===== config.mk =====
export PLATFORM = sky130hd
export DESIGN_NAME = mux_nx1_arb
export DESIGN_NICKNAME = d
export VERILOG_FILES = /design/src/rtl/mux_nx1_arb.sv
export SDC_FILE = /design/constraint.sdc
export NUM_CORES = 1
export LEC_CHECK = 0
export ABC_AREA = 0
export BUFFER_PORTS_ARGS = -buffer_cell sky130_fd_sc_hd__buf_2
export CAP_MARGIN = 30
export CORE_ASPECT_RATIO = 0.75
export CORE_UTILIZATION = 35
export DETAILED_ROUTE_END_ITERATION = 8
export GPL_TIMING_DRIVEN = 0
export PLACE_DENSITY = 0.67
export SLEW_MARGIN = 30
export SYNTH_ARGS = -nofsm -noshare
export SYNTH_HDL_FRONTEND = slang
export SYNTH_SLANG_ARGS = --single-unit

===== constraint.sdc =====
create_clock -name CLOCK_50 -period 3.53 [get_ports CLOCK_50]
set_input_delay 0.5295 -clock CLOCK_50 [delete_from_list [all_inputs] [get_ports CLOCK_50]]
set_output_delay 0.5295 -clock CLOCK_50 [all_outputs]
set_load 0.02 [all_outputs]

===== src/rtl/mux_nx1_arb.sv =====
// N-to-1 registered multiplexer with explicit-select or round-robin arbitration.
// One-deep output register with ready/valid handshake on both sides.
module mux_nx1_arb #(
  parameter int WIDTH = 32,
  parameter int N     = 4,
  localparam int SEL_W = $clog2(N)
) (
  input  logic               CLOCK_50,
  input  logic               reset,
  input  logic [N*WIDTH-1:0] in_data,
  input  logic [N-1:0]       in_valid,
  output logic [N-1:0]       in_ready,
  input  logic               mode,
  input  logic [SEL_W-1:0]   sel,
  output logic [WIDTH-1:0]   out_data,
  output logic [SEL_W-1:0]   out_src,
  output logic               out_valid,
  input  logic               out_ready
);

  localparam int unsigned NU = N;

  logic [SEL_W-1:0] rr_ptr;
  logic [SEL_W-1:0] grant_idx;
  logic             grant_vld;
  logic             load_en;
  logic [WIDTH-1:0] grant_word;

  assign load_en = !out_valid || out_ready;

  always_comb begin
    int unsigned idx;
    grant_idx = '0;
    grant_vld = 1'b0;
    idx       = 0;
    if (!mode) begin
      // Matching sel against each legal index rejects sel >= N without a range compare.
      for (int unsigned i = 0; i < NU; i++) begin
        if (sel == SEL_W'(i) && in_valid[i]) begin
          grant_idx = SEL_W'(i);
          grant_vld = 1'b1;
        end
      end
    end else begin
      for (int unsigned k = 0; k < NU; k++) begin
        idx = (32'(rr_ptr) + k) % NU;
        if (!grant_vld && in_valid[idx]) begin
          grant_idx = SEL_W'(idx);
          grant_vld = 1'b1;
        end
      end
    end
  end

  always_comb begin
    grant_word = in_data[grant_idx*WIDTH +: WIDTH];
    in_ready   = '0;
    if (!reset && grant_vld && load_en)
      in_ready[grant_idx] = 1'b1;
  end

  always_ff @(posedge CLOCK_50) begin
    if (reset) begin
      out_valid <= 1'b0;
      out_data  <= '0;
      out_src   <= '0;
      rr_ptr    <= '0;
    end else if (load_en) begin
      if (grant_vld) begin
        out_valid <= 1'b1;
        out_data  <= grant_word;
        out_src   <= grant_idx;
        if (mode) begin
          if (grant_idx == SEL_W'(NU - 1))
            rr_ptr <= '0;
          else
            rr_ptr <= grant_idx + 1'b1;
        end
      end else begin
        out_valid <= 1'b0;
      end
    end
  end

endmodule


==> results.tsv, run 1 <==
stage	metric	value	unit
critical_path	regToRegStartpoint	rr_ptr[1]$_SDFFE_PP0P_	
grt	first_global_vias	2635	
floorplan	row_count	28	
power_and_ir_drop	ir_worst_vdd	217	uV
timing	setup_viol	0	
power_and_ir_drop	leakage	2.00	nW
yosys	synthMostInstantiatedCell	mux2i_1	
floorplan	pin_count	177	
route	antenna_left	0	
critical_path	path_delay_family	compound AO/OA/AOI/OAI gates	
grt	grt_use_total	0.179	
place	place_ws	543	ps
critical_path	crit_type	reg2out	
critical_path	critPathArrivalTime	2550	ps
timing	clock_skew	4.12	ps
critical_path	r2r_slack	1330	ps
critical_path	worst_setup_path_start_kind	flip-flop	
critical_path	critPathCaptureType	primary output	
place	placed_area	4030	um2
floorplan	die_h	82.4	um
cts	cts_setup_buffers	0	
yosys	ys.flop_type	dfxtp_1	
yosys	ys_seq_elements	37	
floorplan	start_util	0.371	
critical_path	critPathMaxFanout	10	
floorplan	dieArea	9010	um2
yosys	synth_top_cell_by_area	dfxtp_1	
grt	antenna_found_initial	0	
timing	max_slew.worst_pin.slew	573	ps
critical_path	cp.depth	10	
final_layout	syn2layout_area_growth	38.3	%
grt	grt_pass1_wl	12300	um
route	wire_per_inst	14.7	um
min_path	hold_path_end	out_data[16]$_SDFFE_PP0P_	
place	hpwl	6610	um
timing	fin_ws	446	ps
timing	rsz0062_at_grt	false	
critical_path	critPathBufInv	4	
cts	clkLatencyLatePin	270	ps
grt	grt_max_degree	11	
route	wirelength	8350	um
final_layout	final_area	4170	um2
final_layout	fin_util	0.514	
cts	postCtsHoldBufs	0	
min_path	hp-class	reg2reg	
timing	slew_headroom	0.618	
critical_path	worstRegToRegCells	9	
floorplan	core-area	8130	um2
critical_path	crit_required	3000	ps
route	first_iter_violations	51	
grt	grt_remaining_overflow	0	
yosys	synthCells	280	
place	gp_congestion	0.817	
yosys	synthArstFlopShare	0	
yosys	yosys.area.top_type_share	0.245	
critical_path	timing.rr.end	out_data[6]$_SDFFE_PP0P_	
timing	finalCritPeriodShare	0.874	
timing	finalHoldViolCount	0	
cts	cts_resized	0	
yosys	synth_fp_nets	419	
critical_path	worstPathCellList	buf_6, nor2b_4, o21ai_1, o21ai_1, a221oi_4, nand2b_1, buf_4, buf_6, nor3_1, buf_2	
floorplan	die_width	109	um
cts	cts_htree_levels	2	
final_layout	nets	602	
run	cap_viol_max_count	0	
yosys	ys_warn_count	0	
route	drc	0	
yosys	synth_edf_count	0	
yosys	synthTopCellsByArea	dfxtp_1 (25%), mux2i_1 (23%), o22ai_2 (12%)	
yosys	synth_seq_area_share	0.245	
cts	clk_pin_slew_worst_paths	50	ps
timing	fmax	0.324	GHz
min_path	hp-start	out_data[16]$_SDFFE_PP0P_	
cts	cts_root_buffer	clkbuf_16	
final_layout	nFillCells	741	
route	viasPerCell	4.88	
cts	clock-sinks	37	
power_and_ir_drop	power.density	391	nW/um2
yosys	ys_types	36	
final_layout	drive_gt1_frac	0.581	
place	portBuffers	176	
yosys	syn_avg_cell_area	10.8	um2
yosys	syn_area	3020	um2
critical_path	critPathLaunch	rr_ptr[1]$_SDFFE_PP0P_	
min_path	hold_depth	2	
cts	cts_tree	done	
yosys	synth_common_cells	mux2i_1 (70), dfxtp_1 (37), nand2b_1 (37)	
cts	ctsLongestPathBuffers	2	
timing	maxSlewViolCount	0	
outcome	status	complete, no violations	
timing	fin_crit	3080	ps
final_layout	diodes	0	
route	first_pass_iters	6	
timing	final.setup.tns	0	ps
cts	cts-buffers-inserted	5	
critical_path	critical_path.slowest_cell	a221oi_4	
route	vias	2773	
critical_path	slowest_delay	570	ps
[logic make-up after synthesis]
logic type	count (synthesis)	share of synthesized area
buffers and inverters	28	0.0854
multiplexers	103	0.368
AO/OA/AOI/OAI	49	0.179
AND/OR/NAND/NOR	62	0.118
adder cells (fa/ha/maj)	1	0.00414
flip-flops	37	0.245
[layout by cell type, fill, tap and decap left out, drive strengths merged, types with 2 or more instances in the layout]
cell type  count
nor2b          2
mux2i         70
nand2          7
mux2          33
buf          196
nor3           4
a21oi          3
a21boi         2
nor2           8
nand2b        37
dfxtp         37
o22ai         32
o21ai          3
a211o          2
clkbuf        11
a21o           2
inv            4
[through the flow]
step,total power [mW],hold slack (ps),cells
floorplan,1.00,558,280
global placement,1.20,469,561
detailed placement,1.21,482,561
CTS,1.66,494,568
global route,1.72,520,568
finish,1.63,491,568
[layer usage]
| metal | part of all wire | track usage | vias to the layer above | wire length (um) |
|---|---|---|---|---|
| met5 | 0 | 0 | - | 0 |
| li1 | - | - | 1387 | - |
| met3 | 0.080 | 0.0455 | 6 | 670 |
| met1 | 0.44 | 0.219 | 1255 | 3700 |
| met4 | 0.0084 | 0.0427 | 0 | 70 |
| met2 | 0.47 | 0.318 | 125 | 3910 |
[where the power goes]
group	leakage (nW)	total [mW]	switching (mW)	internal [mW]
logic	1.62	0.699	0.346	0.353
clock network	0.0700	0.433	0.156	0.277
registers	0.306	0.499	0.0274	0.472
[area by class of cell]
cell class,instances,area [um2],area share
Tap cell,105,131,0.0315
Clock buffer,7,143,0.0342
Inverter,4,15.0,0.00360
Multi-Input combinational cell,215,2020,0.484
Sequential cell,37,741,0.177
Timing Repair Buffer,176,881,0.211
Buffer,24,243,0.0582
[worst max path at each step]
stage / to
floorplan: in_ready[0]
global placement: in_ready[0]
detailed placement: in_ready[0]
CTS: in_ready[0]
global route: in_ready[0]
finish: in_ready[0]
[worst reg2reg max path: cells and delay by family, from the launching register on]
kind	cells	cell delay, ps
compound gates	4	1060
buf+inv	3	530
flops	1	310
simple gates	2	220
[registers in the layout, summed over array words and instances (netlist names)]
| signal | flops |
|---|---|
| out_data | 32 |
| out_src | 2 |
| out_valid | 1 |
| rr_ptr | 2 |
(Power assumes the default switching activity.)
==> inputs of run 2 (changes only) <==
ABC_AREA = 1   (was 0)
PLACE_DENSITY = 0.66   (was 0.67)
==> results.tsv, run 2 <==
stage	metric	value	unit	change
critical_path	critPathCaptureType	primary output		
yosys	synthArstFlopShare	0		unchanged
final_layout	largest_reg_flops	32		unchanged
route	antenna_left	0		unchanged
power_and_ir_drop	ir_worst_vdd	179	uV	-18%
yosys	synthTopCellsByArea	nand2_1 (32%), dfxtp_1 (24%), nand3_1 (14%)		
critical_path	r2r_slack	1070	ps	-260 ps
cts	cts_root_buffer	clkbuf_16		
critical_path	critical_path.slowest_cell	dfxtp_1		
critical_path	timing.rr.end	rr_ptr[1]$_SDFFE_PP0P_		
floorplan	die_h	82.7	um	+0.34%
timing	clock_skew	4.38	ps	+0.255 ps
critical_path	cpMostUsedCell	nand2_1		
final_layout	final_cell_mix	nand2_1 (256), buf_2 (191), nand3_1 (88), inv_1 (70), nor2_1 (53)		
timing	finalCritPeriodShare	0.900		+0.0266
critical_path	worst_setup_path_start_kind	flip-flop		
place	dp_cells	861		+53%
timing	fmax	0.315	GHz	-3.0%
yosys	ys_seq_elements	37		unchanged
min_path	hp-class	in2reg		
place	place_ws	510	ps	-32.7 ps
min_path	hold_path_end	out_valid$_SDFFE_PP0N_		
floorplan	die_width	110	um	+0.34%
timing	max_slew.worst_pin.slew	490	ps	-83.2 ps
final_layout	nFillCells	931		+26%
min_path	hold_depth	2		unchanged
place	hpwl	8440	um	+28%
route	wire_per_inst	12.1	um	-18%
critical_path	path_delay_family	simple AND/OR/NAND/NOR gates		
floorplan	dieArea	9070	um2	+0.68%
cts	clkLatencyLatePin	280	ps	about the same
outcome	status	complete, no violations		
final_layout	syn2layout_area_growth	38.0	%	
yosys	yosys.area.top_type_share	0.316		+0.0707
route	drc	0		unchanged
cts	clk_pin_slew_worst_paths	60	ps	about the same
floorplan	core-area	8450	um2	+4.0%
yosys	ys.flop_type	dfxtp_1		
min_path	hp-start	reset		
critical_path	crit_required	3000	ps	about the same
yosys	ys_warn_count	0		unchanged
yosys	synth_edf_count	0		unchanged
final_layout	regMostFlops	out_data		
route	first_iter_violations	169		+230%
final_layout	drive_gt1_frac	0.288		-0.293
critical_path	crit_type	reg2out		
grt	grt_max_degree	12		+1
timing	final.setup.tns	0	ps	unchanged
critical_path	worstRegToRegCells	16		+7
yosys	ys_types	23		-36%
timing	slew_headroom	0.673		+0.0555
cts	clock-sinks	37		unchanged
power_and_ir_drop	leakage	2.68	nW	+34%
grt	first_global_vias	3548		+35%
place	gp_congestion	0.860		+5.2%
cts	cts-buffers-inserted	5		unchanged
timing	setup_viol	0		unchanged
final_layout	diodes	0		unchanged
yosys	synth_seq_area_share	0.244		-0.00172
route	vias	4000		+44%
timing	fin_hold_ws	438	ps	-53.2 ps
yosys	synthMostInstantiatedCell	nand2_1		
cts	cts_htree_levels	2		unchanged
timing	fin_crit	3180	ps	+93.9 ps
timing	fin_ws	352	ps	-93.9 ps
critical_path	critPathArrivalTime	2650	ps	+100 ps
yosys	synthCells	577		+110%
critical_path	regToRegStartpoint	rr_ptr[0]$_SDFFE_PP0P_		
final_layout	fin_cells	869		+53%
floorplan	row_count	29		+3.6%
cts	ctsLongestPathBuffers	2		unchanged
cts	cts_tree	done		
floorplan	start_util	0.360		-0.0118
timing	finalHoldViolCount	0		unchanged
cts	postCtsHoldBufs	0		unchanged
grt	grt_pass1_wl	16200	um	+32%
yosys	syn_avg_cell_area	5.27	um2	-51%
yosys	synth_fp_nets	716		+71%
timing	maxSlewViolCount	0		unchanged
critical_path	critPathMaxFanout	10		unchanged
critical_path	slowest_delay	370	ps	-200 ps
grt	grt_use_total	0.232		+0.0527
grt	grt_remaining_overflow	0		unchanged
yosys	synth_top_cell_by_area	nand2_1		
yosys	synth_common_cells	nand2_1 (256), nand3_1 (88), inv_1 (70)		
cts	cts_setup_buffers	0		unchanged
floorplan	pin_count	177		unchanged
power_and_ir_drop	power.density	451	nW/um2	+15%
timing	rsz0062_at_grt	false		
final_layout	top_regs	out_data (32), out_src (2), rr_ptr (2)		
yosys	syn_area	3040	um2	+0.70%
final_layout	nets	899		+49%
critical_path	critPathBufInv	7		+3
grt	antenna_found_initial	0		unchanged
critical_path	worstPathCellList	inv_2, buf_6, nand2_1, nand2_1, nand2_1, nand2_1, nor2_4, nand3b_1, nand2_1, inv_1, nand2_1, nand2_2, inv_2, buf_4, ha_1, inv_1, nor2_1, buf_2		
route	first_pass_iters	4		-2
route	viasPerCell	4.60		-5.7%
run	cap_viol_max_count	0		unchanged
cts	cts_resized	0		unchanged
place	portBuffers	176		unchanged
power_and_ir_drop	finalPower	1.89	mW	+16%
route	wirelength	10500	um	+26%
final_layout	layout_commonest_cell	nand2_1		
==> run 2: changes by cell type after synthesis, moves of 10 or more <==
cell | before | now
mux2_2 | 23 | 0
inv_1 | 3 | 70
mux2_4 | 10 | 0
nor2_1 | 8 | 53
nand3_1 | 1 | 88
nand2b_1 | 37 | 0
o22ai_2 | 29 | 0
nand2_1 | 7 | 256
mux2i_1 | 70 | 0
buf_2 | 4 | 15
o21ai_0 | 1 | 16
==> run 2: cell type report <==
cell class,count,area (um2),share of cell area
Buffer,31,188,0.0447
Sequential cell,37,741,0.177
Tap cell,108,135,0.0322
Multi-Input combinational cell,434,1830,0.436
Clock buffer,6,129,0.0307
Inverter,75,282,0.0671
Timing Repair Buffer,176,881,0.210
Clock inverter,2,10.0,0.00239
==> run 2: how the worst max path moves through the flow <==
stage	startpoint	end	slack, ps	cells after the start
final	rr_ptr[0]$_SDFFE_PP0P_	in_ready[3]	350	18
after global routing	rr_ptr[0]$_SDFFE_PP0P_	in_ready[3]	90	18
after CTS	rr_ptr[0]$_SDFFE_PP0P_	in_ready[3]	350	18
after detailed placement	in_valid[0]	in_ready[3]	510	17
after global placement	in_valid[3]	in_ready[3]	550	15
after floorplan	in_valid[3]	in_ready[1]	920	11
==> run 2: metal layers <==
metal | part of all wire | GRT usage | up-vias | wire length (um)
met5 | 0 | 0 | - | 0
met1 | 0.47 | 0.294 | 1736 | 4920
met2 | 0.46 | 0.410 | 136 | 4850
met4 | 0.0062 | 0.0520 | 0 | 65
met3 | 0.066 | 0.0432 | 7 | 698
li1 | - | - | 2121 | -
==> run 2: logic make-up after synthesis <==
logic type	synth area share
fa+ha+maj	0.00411
buf+inv	0.154
simple gates	0.561
flops	0.244
compound gates	0.0366
==> run 2: where the power goes <==
| group | switching, mW | leakage [nW] | internal (mW) |
|---|---|---|---|
| Sequential | 0.0407 | 0.306 | 0.491 |
| Combinational | 0.601 | 2.31 | 0.331 |
| Clock | 0.167 | 0.0706 | 0.259 |
==> run 2: stage by stage <==
| step | instance area (um2) | utilization |
|---|---|---|
| finish | 4200 | 0.496 |
| detailed placement | 4060 | 0.480 |
| CTS | 4200 | 0.496 |
| global route | 4200 | 0.496 |
| floorplan | 3040 | - |
| global placement | 4060 | 0.480 |
